`config.mk`:
```
export PLATFORM = sky130hd
export DESIGN_NAME = muldiv_unit
export DESIGN_NICKNAME = d
export VERILOG_FILES = /design/src/rtl/muldiv_unit.sv
export SDC_FILE = /design/constraint.sdc
export NUM_CORES = 1
export LEC_CHECK = 0
export CAP_MARGIN = 25
export CORE_ASPECT_RATIO = 1.1
export CORE_MARGIN = 2
export CORE_UTILIZATION = 50
export DETAILED_ROUTE_END_ITERATION = 8
export DONT_BUFFER_PORTS = 1
export HOLD_SLACK_MARGIN = 0.1
export PLACE_DENSITY = 0.68
export SLEW_MARGIN = 20
export SYNTH_ARGS = -nofsm -noshare
export SYNTH_HDL_FRONTEND = slang
export SYNTH_SLANG_ARGS = --single-unit
```
`constraint.sdc`:
```
create_clock -name clk -period 2.95 [get_ports clk]
set_input_delay 0.295 -clock clk [delete_from_list [all_inputs] [get_ports clk]]
set_output_delay 0.295 -clock clk [all_outputs]
set_load 0.05 [all_outputs]
```
`src/rtl/muldiv_unit.sv`:
```
// Iterative 32-bit multiply/divide unit with HI/LO result registers (33-cycle latency).
// Define MULDIV_DIV_EN to include the restoring divider; otherwise DIV/DIVU requests are ignored.
module muldiv_unit (
  input  logic        clk,
  input  logic        reset,
  input  logic        start,
  input  logic [1:0]  op,
  input  logic [31:0] src_a,
  input  logic [31:0] src_b,
  input  logic        hi_we,
  input  logic        lo_we,
  output logic        busy,
  output logic        done,
  output logic [31:0] hi,
  output logic [31:0] lo
);
  localparam int DATA_W = 32;

  typedef enum logic [1:0] {IDLE, RUN, FIX} state_t;

  state_t              state_q, state_d;
  logic [4:0]          cnt_q, cnt_d;
  logic                done_q, done_d;
  logic [DATA_W-1:0]   hi_q, hi_d, lo_q, lo_d;
  logic [2*DATA_W-1:0] acc_q, step, prod;
  logic [DATA_W-1:0]   m_q, a_mag, b_mag, res_hi, res_lo;
  logic [DATA_W:0]     msum;
  logic                neg_res_q, op_ok, accept;
`ifdef MULDIV_DIV_EN
  logic                is_div_q, neg_rem_q, div0_q;
  logic [DATA_W:0]     diff;
`endif

  function automatic logic [DATA_W-1:0] mag(input logic signed [DATA_W-1:0] v, input logic sgn);
    mag = (sgn && v < 0) ? -v : v;
  endfunction

  function automatic logic [DATA_W-1:0] cneg32(input logic [DATA_W-1:0] v, input logic n);
    cneg32 = n ? -v : v;
  endfunction

  function automatic logic [2*DATA_W-1:0] cneg64(input logic [2*DATA_W-1:0] v, input logic n);
    cneg64 = n ? -v : v;
  endfunction

`ifdef MULDIV_DIV_EN
  assign op_ok = 1'b1;
`else
  assign op_ok = ~op[1];
`endif
  assign accept = (state_q == IDLE) && start && op_ok;
  assign a_mag  = mag($signed(src_a), ~op[0]);
  assign b_mag  = mag($signed(src_b), ~op[0]);

  // One iteration: shift-add for multiply, restoring subtract for divide
  always_comb begin
    msum = {1'b0, acc_q[2*DATA_W-1:DATA_W]} + {1'b0, (acc_q[0] ? m_q : '0)};
    step = {msum, acc_q[DATA_W-1:1]};
`ifdef MULDIV_DIV_EN
    diff = acc_q[2*DATA_W-1:DATA_W-1] - {1'b0, m_q};
    if (is_div_q) begin
      if (!diff[DATA_W]) step = {diff[DATA_W-1:0], acc_q[DATA_W-2:0], 1'b1};
      else               step = {acc_q[2*DATA_W-2:0], 1'b0};
    end
`endif
  end

  // Sign correction applied in FIX
  always_comb begin
    prod   = cneg64(acc_q, neg_res_q);
    res_hi = prod[2*DATA_W-1:DATA_W];
    res_lo = prod[DATA_W-1:0];
`ifdef MULDIV_DIV_EN
    if (is_div_q) begin
      res_hi = cneg32(acc_q[2*DATA_W-1:DATA_W], neg_rem_q);
      res_lo = div0_q ? '1 : cneg32(acc_q[DATA_W-1:0], neg_res_q);
    end
`endif
  end

  always_comb begin
    state_d = state_q;
    cnt_d   = cnt_q;
    done_d  = 1'b0;
    hi_d    = hi_q;
    lo_d    = lo_q;
    case (state_q)
      IDLE: begin
        if (accept) begin
          state_d = RUN;
          cnt_d   = '0;
        end else if (!start) begin
          if (hi_we) hi_d = src_a;
          if (lo_we) lo_d = src_a;
        end
      end
      RUN: begin
        cnt_d = cnt_q + 5'd1;
        if (cnt_q == 5'd31) state_d = FIX;
      end
      FIX: begin
        hi_d    = res_hi;
        lo_d    = res_lo;
        done_d  = 1'b1;
        state_d = IDLE;
      end
      default: state_d = IDLE;
    endcase
  end

  always_ff @(posedge clk) begin
    if (reset) begin
      state_q <= IDLE;
      cnt_q   <= '0;
      done_q  <= 1'b0;
      hi_q    <= '0;
      lo_q    <= '0;
    end else begin
      state_q <= state_d;
      cnt_q   <= cnt_d;
      done_q  <= done_d;
      hi_q    <= hi_d;
      lo_q    <= lo_d;
    end
  end

  // Operand/working datapath carries no reset; the FSM decides when it is meaningful
  always_ff @(posedge clk) begin
    if (accept) begin
      acc_q     <= {{DATA_W{1'b0}}, (op[1] ? a_mag : b_mag)};
      m_q       <= op[1] ? b_mag : a_mag;
      neg_res_q <= ~op[0] & (src_a[DATA_W-1] ^ src_b[DATA_W-1]);
`ifdef MULDIV_DIV_EN
      is_div_q  <= op[1];
      neg_rem_q <= ~op[0] & src_a[DATA_W-1];
      div0_q    <= (src_b == '0);
`endif
    end else if (state_q == RUN) begin
      acc_q <= step;
    end
  end

  assign busy = (state_q != IDLE);
  assign done = done_q;
  assign hi   = hi_q;
  assign lo   = lo_q;
endmodule

```
After elaboration in Yosys (flattened, before gate mapping)
Cells that the tools add are included.
{"block": "word_totals", "out_inout_bits": 66, "regBits": 169}
{"block": "op_classes", "mux": 22, "magnitude_cmp": 2, "reduce_logical": 13, "n_bitwise": 4, "n_eq_ne": 9, "addsub": 5}
{"op": "$mux 32", "count": 13}
{"op": "$pmux 32 s2", "count": 2}
{"op": "$lt 32x1->1 const B", "count": 2}
{"op": "$mux 64", "count": 1}
{"op": "$neg 32->32", "count": 2}
{"op": "$neg 64->64", "count": 1}
{"op": "$add 32x32->33", "count": 1}
{"op": "$ne 2x2->1 const B", "count": 6}
{"op": "$pmux 5 s2", "count": 1}
{"op": "$reduce_and 4->1", "count": 2}
{"op": "$reduce_bool 2->1", "count": 4}
{"op": "$add 5x1->5 const B", "count": 1}
{"op": "$eq 5x5->1 const B", "count": 1}
{"op": "$mux 5", "count": 1}
{"op": "$logic_and 1x1->1", "count": 4}
{"op": "$mux 2", "count": 2}
{"op": "$pmux 2 s2", "count": 1}
{"op": "$reduce_and 2->1", "count": 2}
{"op": "$eq 2x1->1 const B", "count": 1}
{"op": "$eq 2x2->1 const B", "count": 1}
{"op": "$logic_not 2->1", "count": 1}
{"op": "$not 1->1", "count": 2}
{"op": "$and 1x1->1", "count": 1}
{"op": "$mux 1", "count": 1}
{"op": "$xor 1x1->1", "count": 1}

Logic depth before layout (Yosys ltp)
Gate-level depths: netlist of run 1.
{"block": "logic_depth", "depth_word": 5, "ltp_mapped": 11, "depth_no_buf": 10}

Worst setup path before layout of run 1
No wires, ideal clock.
{"block": "synth_path", "path_type": "register to register", "start": "reg state_q[0]", "end": "reg m_q[0], enable pin", "setup_slack_ns": -0.063, "stages_incl_launch_ff": 7, "path_buffers": 3, "period_less_slack_ns": 3.013, "arrival_ns": 2.603, "cell_sequence": "dfxtp_1 > clkbuf_1 > or2_2 > or3_1 > clkbuf_1 > clkinv_1 > buf_1"}
{"block": "synth_via", "elab_chain_cells": 3}
{"element": "start, declared", "line_no": "21", "text": "state_t state_q, state_d;"}
{"element": "start signal, assigned", "line_no": "119", "text": "state_q <= state_d;"}
{"element": "$logic_not 2->1", "line_no": "51", "text": "assign accept = (state_q == IDLE) && start && op_ok;"}
{"element": "$logic_and 1x1->1 (2 in series)", "line_no": "51"}
{"element": "net accept", "line_no": "28", "text": "logic neg_res_q, op_ok, accept;"}
{"element": "end signal, assigned", "line_no": "131", "text": "m_q <= op[1] ? b_mag : a_mag;"}
{"element": "end, declared", "line_no": "26", "text": "logic [DATA_W-1:0] m_q, a_mag, b_mag, res_hi, res_lo;"}
The timed path passes the listed nets, and every way through them passes these cells.
A chain may end at the register's enable or synchronous reset.

Final worst setup path of run 1
{"block": "layout_path", "start": "reg acc_q[0]", "end": "reg hi_q[15] (netlist: hi[15])"}
{"block": "layout_via", "elab_chain_cells": 3}
{"element": "start, declared", "line_no": "25", "text": "logic [2*DATA_W-1:0] acc_q, step, prod;"}
{"element": "start signal, assigned", "line_no": "130", "text": "acc_q <= {{DATA_W{1'b0}}, (op[1] ? a_mag : b_mag)};"}
{"element": "start signal, assigned", "line_no": "139", "text": "acc_q <= step;"}
{"element": "$neg 64->64", "line_no": "43", "text": "cneg64 = n ? -v : v;"}
{"element": "$mux 64", "line_no": "43"}
{"element": "$pmux 32 s2", "line_no": "87", "text": "case (state_q)"}
{"element": "end signal, assigned", "line_no": "122", "text": "hi_q <= hi_d;"}
{"element": "end, declared", "line_no": "24", "text": "logic [DATA_W-1:0] hi_q, hi_d, lo_q, lo_d;"}
No other way between the ends.

==> metrics, run 1 <==
die width=149 um; status=complete, no violations; grt ovf=0; worst clock skew=0.0170 ns; Comb power frac=30.7%; Mapped Area=11500 um^2; worst r2r src=acc_q[0]; routed via count=11500; Final Setup Violations=0; CTS Root Cell=clkbuf_16; clock share of power=29.5%; register area share after synthesis=35.0%; Area growth syn-to-layout=12.9%; fmax=353 MHz; final WL=42400 um; dominant synthesized flop cell=dfxtp_1; Critical Path End Type=flop; fraction of registers with async set or reset after synthesis=0%; final cell count without fillers=1789; Post-DRT Antenna Nets=0; Clk Latency, worst-skew pair=0.45 ns; LEAKAGE=5.01 nW; capturing point of the worst reg2reg path=hi[15]; R2R Setup Slk=0.11 ns; core area=22700 um^2; chip height=163 um; Placed Cells=1735; die footprint=24300 um^2; Routability Congestion=1.02; Initial Util=50.7%; R2R depth=8; Syn Area/Cell=7.98 um^2; CP required=3.27 ns; Post-synth EDFFs=65; Cell Rows=58; global-route wire length before repair=63500 um; layout cells sized above 1=9.57%; hold path endpoint=lo[28]; gr usage total=34.7%; Synthesized Nets=1553; Setup TNS Final=0 ns; YS warnings=0; Final HPWL DP=32000 um; worst vdd ir=428 uV; fin crit period=2.84 ns; post-synthesis sequential element count=169; internal power=0.00498 W; part of the cycle the worst path needs=96.1%; worst-path fanout max=25; wire length per cell=23.7 um; Worst-Margin Slew=1.00 ns; Cells on Worst Hold Path=3; critical hold path startpoint=src_a[28]; Crit Path Category=reg -> reg; P per Cell Area=618 nW/um^2; CTS tree=built; DRT Pass-1 Iters=5; final hold vios=0; # H-tree levels=4; # DRC=0; Seq pwr share=39.9%; Switching Share=38.1%; Switch Pwr=0.00306 W; Num CTS Buffers=17; vias in the first global route=10800; clk buf depth=2; worst min-delay path class=in -> reg; Rel. slew slack=33.3%; port bufs=0; via density per instance=6.42; RSZ-0062 raised after global routing=false; largest net degree at the start of global routing=70; Max Slew Vio Count=0; initial antenna violation count=3; Reg clk slew, reported paths=0.07 ns; CTS Sinks=169; Worst EP arrival=3.15 ns; drt first-iter violations=1190; synth unique cells=75; final net count=1580; MaxCap Viol Count=0; Critical Path Start Type=flop; IO Pins=137; post-synthesis cell count=1444
==> cell families after synthesis <==
kind of cell	count (synthesis)	share of synthesized area (%)
AOI/OAI and AO/OA	453	23.9
and+or+nand+nor	541	23.0
buffers and inverters	109	3.56
adders and majority gates	38	4.19
xor gates and xnor gates	123	9.35
muxes	11	0.956
DFF	169	35.0
==> through the flow <==
step | utilization, % | power, W | hold slack [ns] | setup WS (ns) | instance area [um^2]
CTS | 56.9 | 0.00795 | 0.101 | 0.0697 | 12900
floorplan | - | 0.00473 | 0.428 | 0.0241 | 11500
detailed placement | 53.5 | 0.00559 | 0.370 | 0.0917 | 12200
global placement | 53.5 | 0.00557 | 0.369 | 0.107 | 12200
finish | 57.3 | 0.00804 | 0.107 | 0.115 | 13000
global route | 57.2 | 0.00838 | 0.105 | 0.00279 | 13000
==> Yosys cell counts, drive strengths merged, types with 5 or more instances <==
master	instances	area share [%]
nor4	22	1.5
a22o	5	0.38
or2	8	0.43
nand4	13	0.84
a2111oi	5	0.40
o21bai	5	0.33
a21o	18	1.2
ha	37	4.0
o21ai	131	5.7
buf	7	0.24
xnor2	54	4.1
or4	8	0.59
inv	21	0.68
nor2	152	5.0
or3	18	0.99
and2	44	2.4
o41ai	12	0.91
xor2	69	5.2
nor2b	7	0.38
dfxtp	104	18
a31oi	17	0.92
a211oi	20	1.3
o221ai	5	0.38
and3	12	0.65
edfxtp	65	17
mux2i	11	0.96
o22ai	13	0.71
nand3	35	1.6
clkbuf	79	2.6
a21oi	146	6.3
nand2b	10	0.54
nand2	162	5.3
nor3	36	1.7
o31ai	19	1.2
o21a	9	0.59
o211ai	13	0.85
==> power by group through the flow <==
| stage | registers, W | clock network [W] | logic [W] |
|---|---|---|---|
| 3_5_place_dp | 0.00325 | 0 | 0.00234 |
| 6_report | 0.00320 | 0.00237 | 0.00246 |
| 4_1_cts | 0.00320 | 0.00236 | 0.00240 |
| 5_1_grt | 0.00323 | 0.00246 | 0.00269 |
| 2_1_floorplan | 0.00314 | 0 | 0.00159 |
| 3_3_place_gp | 0.00324 | 0 | 0.00232 |
==> flip-flops by register name, indices dropped and copies added (netlist names) <==
signal and count:
hi 32, lo 32, neg_res_q 1, acc_q 64, cnt_q 5, done 1
m_q 32, state_q 2
==> how the worst max path moves through the flow <==
stage | start | end | slack, ns
2_1_floorplan | state_q[0] | m_q[0] | 0.02
3_3_place_gp | acc_q[0] | acc_q[60] | 0.11
3_5_place_dp | acc_q[0] | acc_q[63] | 0.09
4_1_cts | acc_q[0] | acc_q[60] | 0.07
5_1_grt | acc_q[0] | acc_q[60] | 0.003
6_report | acc_q[0] | hi[15] | 0.11
==> layer usage <==
| layer | share of wire, % | up-vias | global-route usage [%] | wire length [um] |
|---|---|---|---|---|
| met3 | 8.8 | 145 | 8.38 | 3730 |
| met2 | 46 | 616 | 56.4 | 19600 |
| met1 | 38 | 5398 | 41.7 | 16200 |
| met4 | 6.7 | 0 | 20.9 | 2840 |
| met5 | 0 | - | 0 | 0 |
| li1 | - | 5321 | - | - |
==> final cells by class <==
cell class                 instances  area [um^2]
timing repair buffer              94          758
antenna                            5         12.5
fill                            2115         9710
sequential                       169         4030
multi-input combinational       1166         7140
inverter                          23         86.3
clock buffer                      20          479
tap                              300          375
clock inverter                    12          121
==> layout by cell type (no fill, tap or decap), drive strengths merged, types with 20 or more instances in the layout <==
cell type	count
nand2	162
nor2	152
a21oi	146
o21ai	131
dfxtp	104
buf	78
xor2	69
edfxtp	65
xnor2	54
and2	44
ha	37
nor3	36
nand3	35
inv	29
nor4	22
a211oi	20
clkbuf	20
==> worst max-delay path, stage by stage, from the launching register on <==
cell      delay [ns]
edfxtp_1        0.42
buf_4           0.24
or4_4           0.59
nor4_4          0.25
and4_2          0.35
nand2_1         0.17
o41ai_1         0.34
xor2_1          0.23
o22ai_1         0.11
==> what timing repair did <==
item                                   CTS  global route
resized for setup                        0            11
setup endpoints to repair                0            13
hold buffers                            16             1
endpoints found under the hold margin   69             1
buffers inserted                         0             0
No activity file was read; power rests on OpenSTA's default activity.
==> run 2, diff against run 1 <==
Settings changed: PLACE_DENSITY 0.68 to not set.
Clock period 2.95 ns to 3 ns, I/O delays scaled along.
==> metrics, run 2 (synthesized netlist as in run 1, its figures left out) <==
global-route wire length before repair=64300 um (+1.2%); Crit Path Category=reg -> reg; final hold vios=0 (unchanged); final net count=1594 (+0.89%); port bufs=0 (unchanged); status=complete, no violations; routed via count=11300 (-1.6%); crit-path max cell delay=0.58 ns (about the same); vias in the first global route=10700 (-0.78%); LEAKAGE=5.09 nW (+1.8%); die width=149 um (unchanged); most frequent cells in the layout=nand2_1, nor2_1, a21oi_1; Worst EP arrival=3.28 ns (+0.13 ns); Final HPWL DP=32600 um (+2.1%); worst min-delay path class=in -> reg; Critical Path Start Type=flop; initial antenna violation count=1 (-2); via density per instance=6.28 (-2.1%); MaxCap Viol Count=0 (unchanged); # H-tree levels=4 (unchanged); Initial Util=50.7% (unchanged); Critical Path End Type=flop; largest register by flop count=acc_q; cell class contributing the biggest share of worst-path delay=simple AND/OR/NAND/NOR gates; grt ovf=0 (unchanged); CP required=3.36 ns (+0.09 ns); Rel. slew slack=36.5% (+3.2 points); chip height=163 um (unchanged); Max Slew Vio Count=0 (unchanged); wire length per cell=23.9 um (+0.99%); P per Cell Area=600 nW/um^2 (-2.8%); CTS tree=built; drt first-iter violations=1145 (-3.8%); Worst-Margin Slew=0.949 ns (-0.0513 ns); final WL=43100 um (+1.6%); Num CTS Buffers=17 (unchanged); fin crit period=2.92 ns (+0.0806 ns); Cell Rows=58 (unchanged); fmax=343 MHz (-2.8%); Post-DRT Antenna Nets=0 (unchanged); worst-path fanout max=7 (-72%); # DRC=0 (unchanged); layout cells sized above 1=11.0% (+1.4 points); part of the cycle the worst path needs=97.2% (+1.1 points); slowest stage cell, crit path=or4_4; clk buf depth=2 (unchanged); worst vdd ir=349 uV (-18%); Setup TNS Final=0 ns (unchanged); Area growth syn-to-layout=14.4%; DRT Pass-1 Iters=5 (unchanged); Final Setup Violations=0 (unchanged); fill count=2124 (+0.43%); gr usage total=35.4% (+0.71 points); final instance area=13200 um^2 (+1.3%); Placed Area=12200 um^2 (+0.21%); worst clock skew=0.0159 ns (-0.00112 ns); WP buf/inv=1 (unchanged); CTS Root Cell=clkbuf_16; largest net degree at the start of global routing=70 (unchanged); CTS Sinks=169 (unchanged); commonest non-fill, non-tap cell in the layout=nand2_1; Routability Congestion=0.974 (-4.6%); Critical Path, Cell by Cell=or4_4 -> nor4b_4 -> nand4_4 -> nor4_4 -> buf_4 -> nand2_2 -> or4_1 -> o211ai_1; IO Pins=137 (unchanged); worst setup margin=0.0840 ns (-0.0306 ns); core area=22700 um^2 (unchanged); Clk Latency, worst-skew pair=0.44 ns (about the same); Reg clk slew, reported paths=0.07 ns (about the same); max reg flops=64 (unchanged); pre-CTS WS=-0.0581 ns (-0.150 ns); die footprint=24300 um^2 (unchanged)
-- run 2: tightest hold or removal path: cells and delay by family --
family           cells  cell delay (ns)
AO/OA/AOI/OAI        2             0.16
AND/OR/NAND/NOR      1             0.04
-- run 2: worst paths after layout --
| path | start | endpoint | slack, ns | cells past startpoint |
|---|---|---|---|---|
| min | src_a[28] | lo[28] | 0.11 | 3 |
| max | acc_q[18] | hi[26] | 0.08 | 8 |
| max reg2reg | acc_q[18] | hi[26] | 0.08 | 8 |
| min reg2reg | acc_q[36] | acc_q[36] | 0.49 | 2 |
-- run 2: layer usage --
layer | vias to the layer above | share of wire [%] | GRT usage (%)
met5 | - | 0 | 0
li1 | 5329 | - | -
met3 | 141 | 6.9 | 6.93
met2 | 501 | 46 | 56.8
met1 | 5327 | 40 | 43.5
met4 | 0 | 7.4 | 22.8
-- run 2: what timing repair did --
item | in CTS | in global routing
hold buffers | 17 | 0
setup endpoints to repair | 3 | 23
pin swaps | 0 | 8
hold endpoints to repair | 78 | 0
resized for setup | 2 | 21
buffers inserted | 0 | 14
-- run 2: report_power, final --
| part | total [W] | leakage, nW | switching (W) | internal, W |
|---|---|---|---|---|
| registers | 0.00313 | 1.47 | 0.000465 | 0.00266 |
| clock network | 0.00229 | 0.282 | 0.00104 | 0.00125 |
| logic | 0.00249 | 3.34 | 0.00151 | 0.000984 |
| total | 0.00791 | 5.09 | 0.00301 | 0.00489 |
-- run 2: cell type report --
cell class	count	area, um^2	area share, %
antenna	1	2.50	0.0190
clock buffer	17	425	3.23
clock inverter	15	164	1.24
inverter	23	86.3	0.655
multi-input combinational	1166	7190	54.6
sequential	169	4030	30.6
tap	300	375	2.85
timing repair buffer	108	892	6.77
-- run 2: through the flow --
step | power (W) | std cells | util (%) | hold slack, ns
after global routing | 0.00828 | 1798 | 58.0 | 0.106
final | 0.00791 | 1799 | 58.0 | 0.106
after floorplan | 0.00465 | 1444 | - | 0.428
after global placement | 0.00552 | 1735 | 53.7 | 0.374
after detailed placement | 0.00553 | 1735 | 53.7 | 0.379
after CTS | 0.00783 | 1784 | 57.1 | 0.101
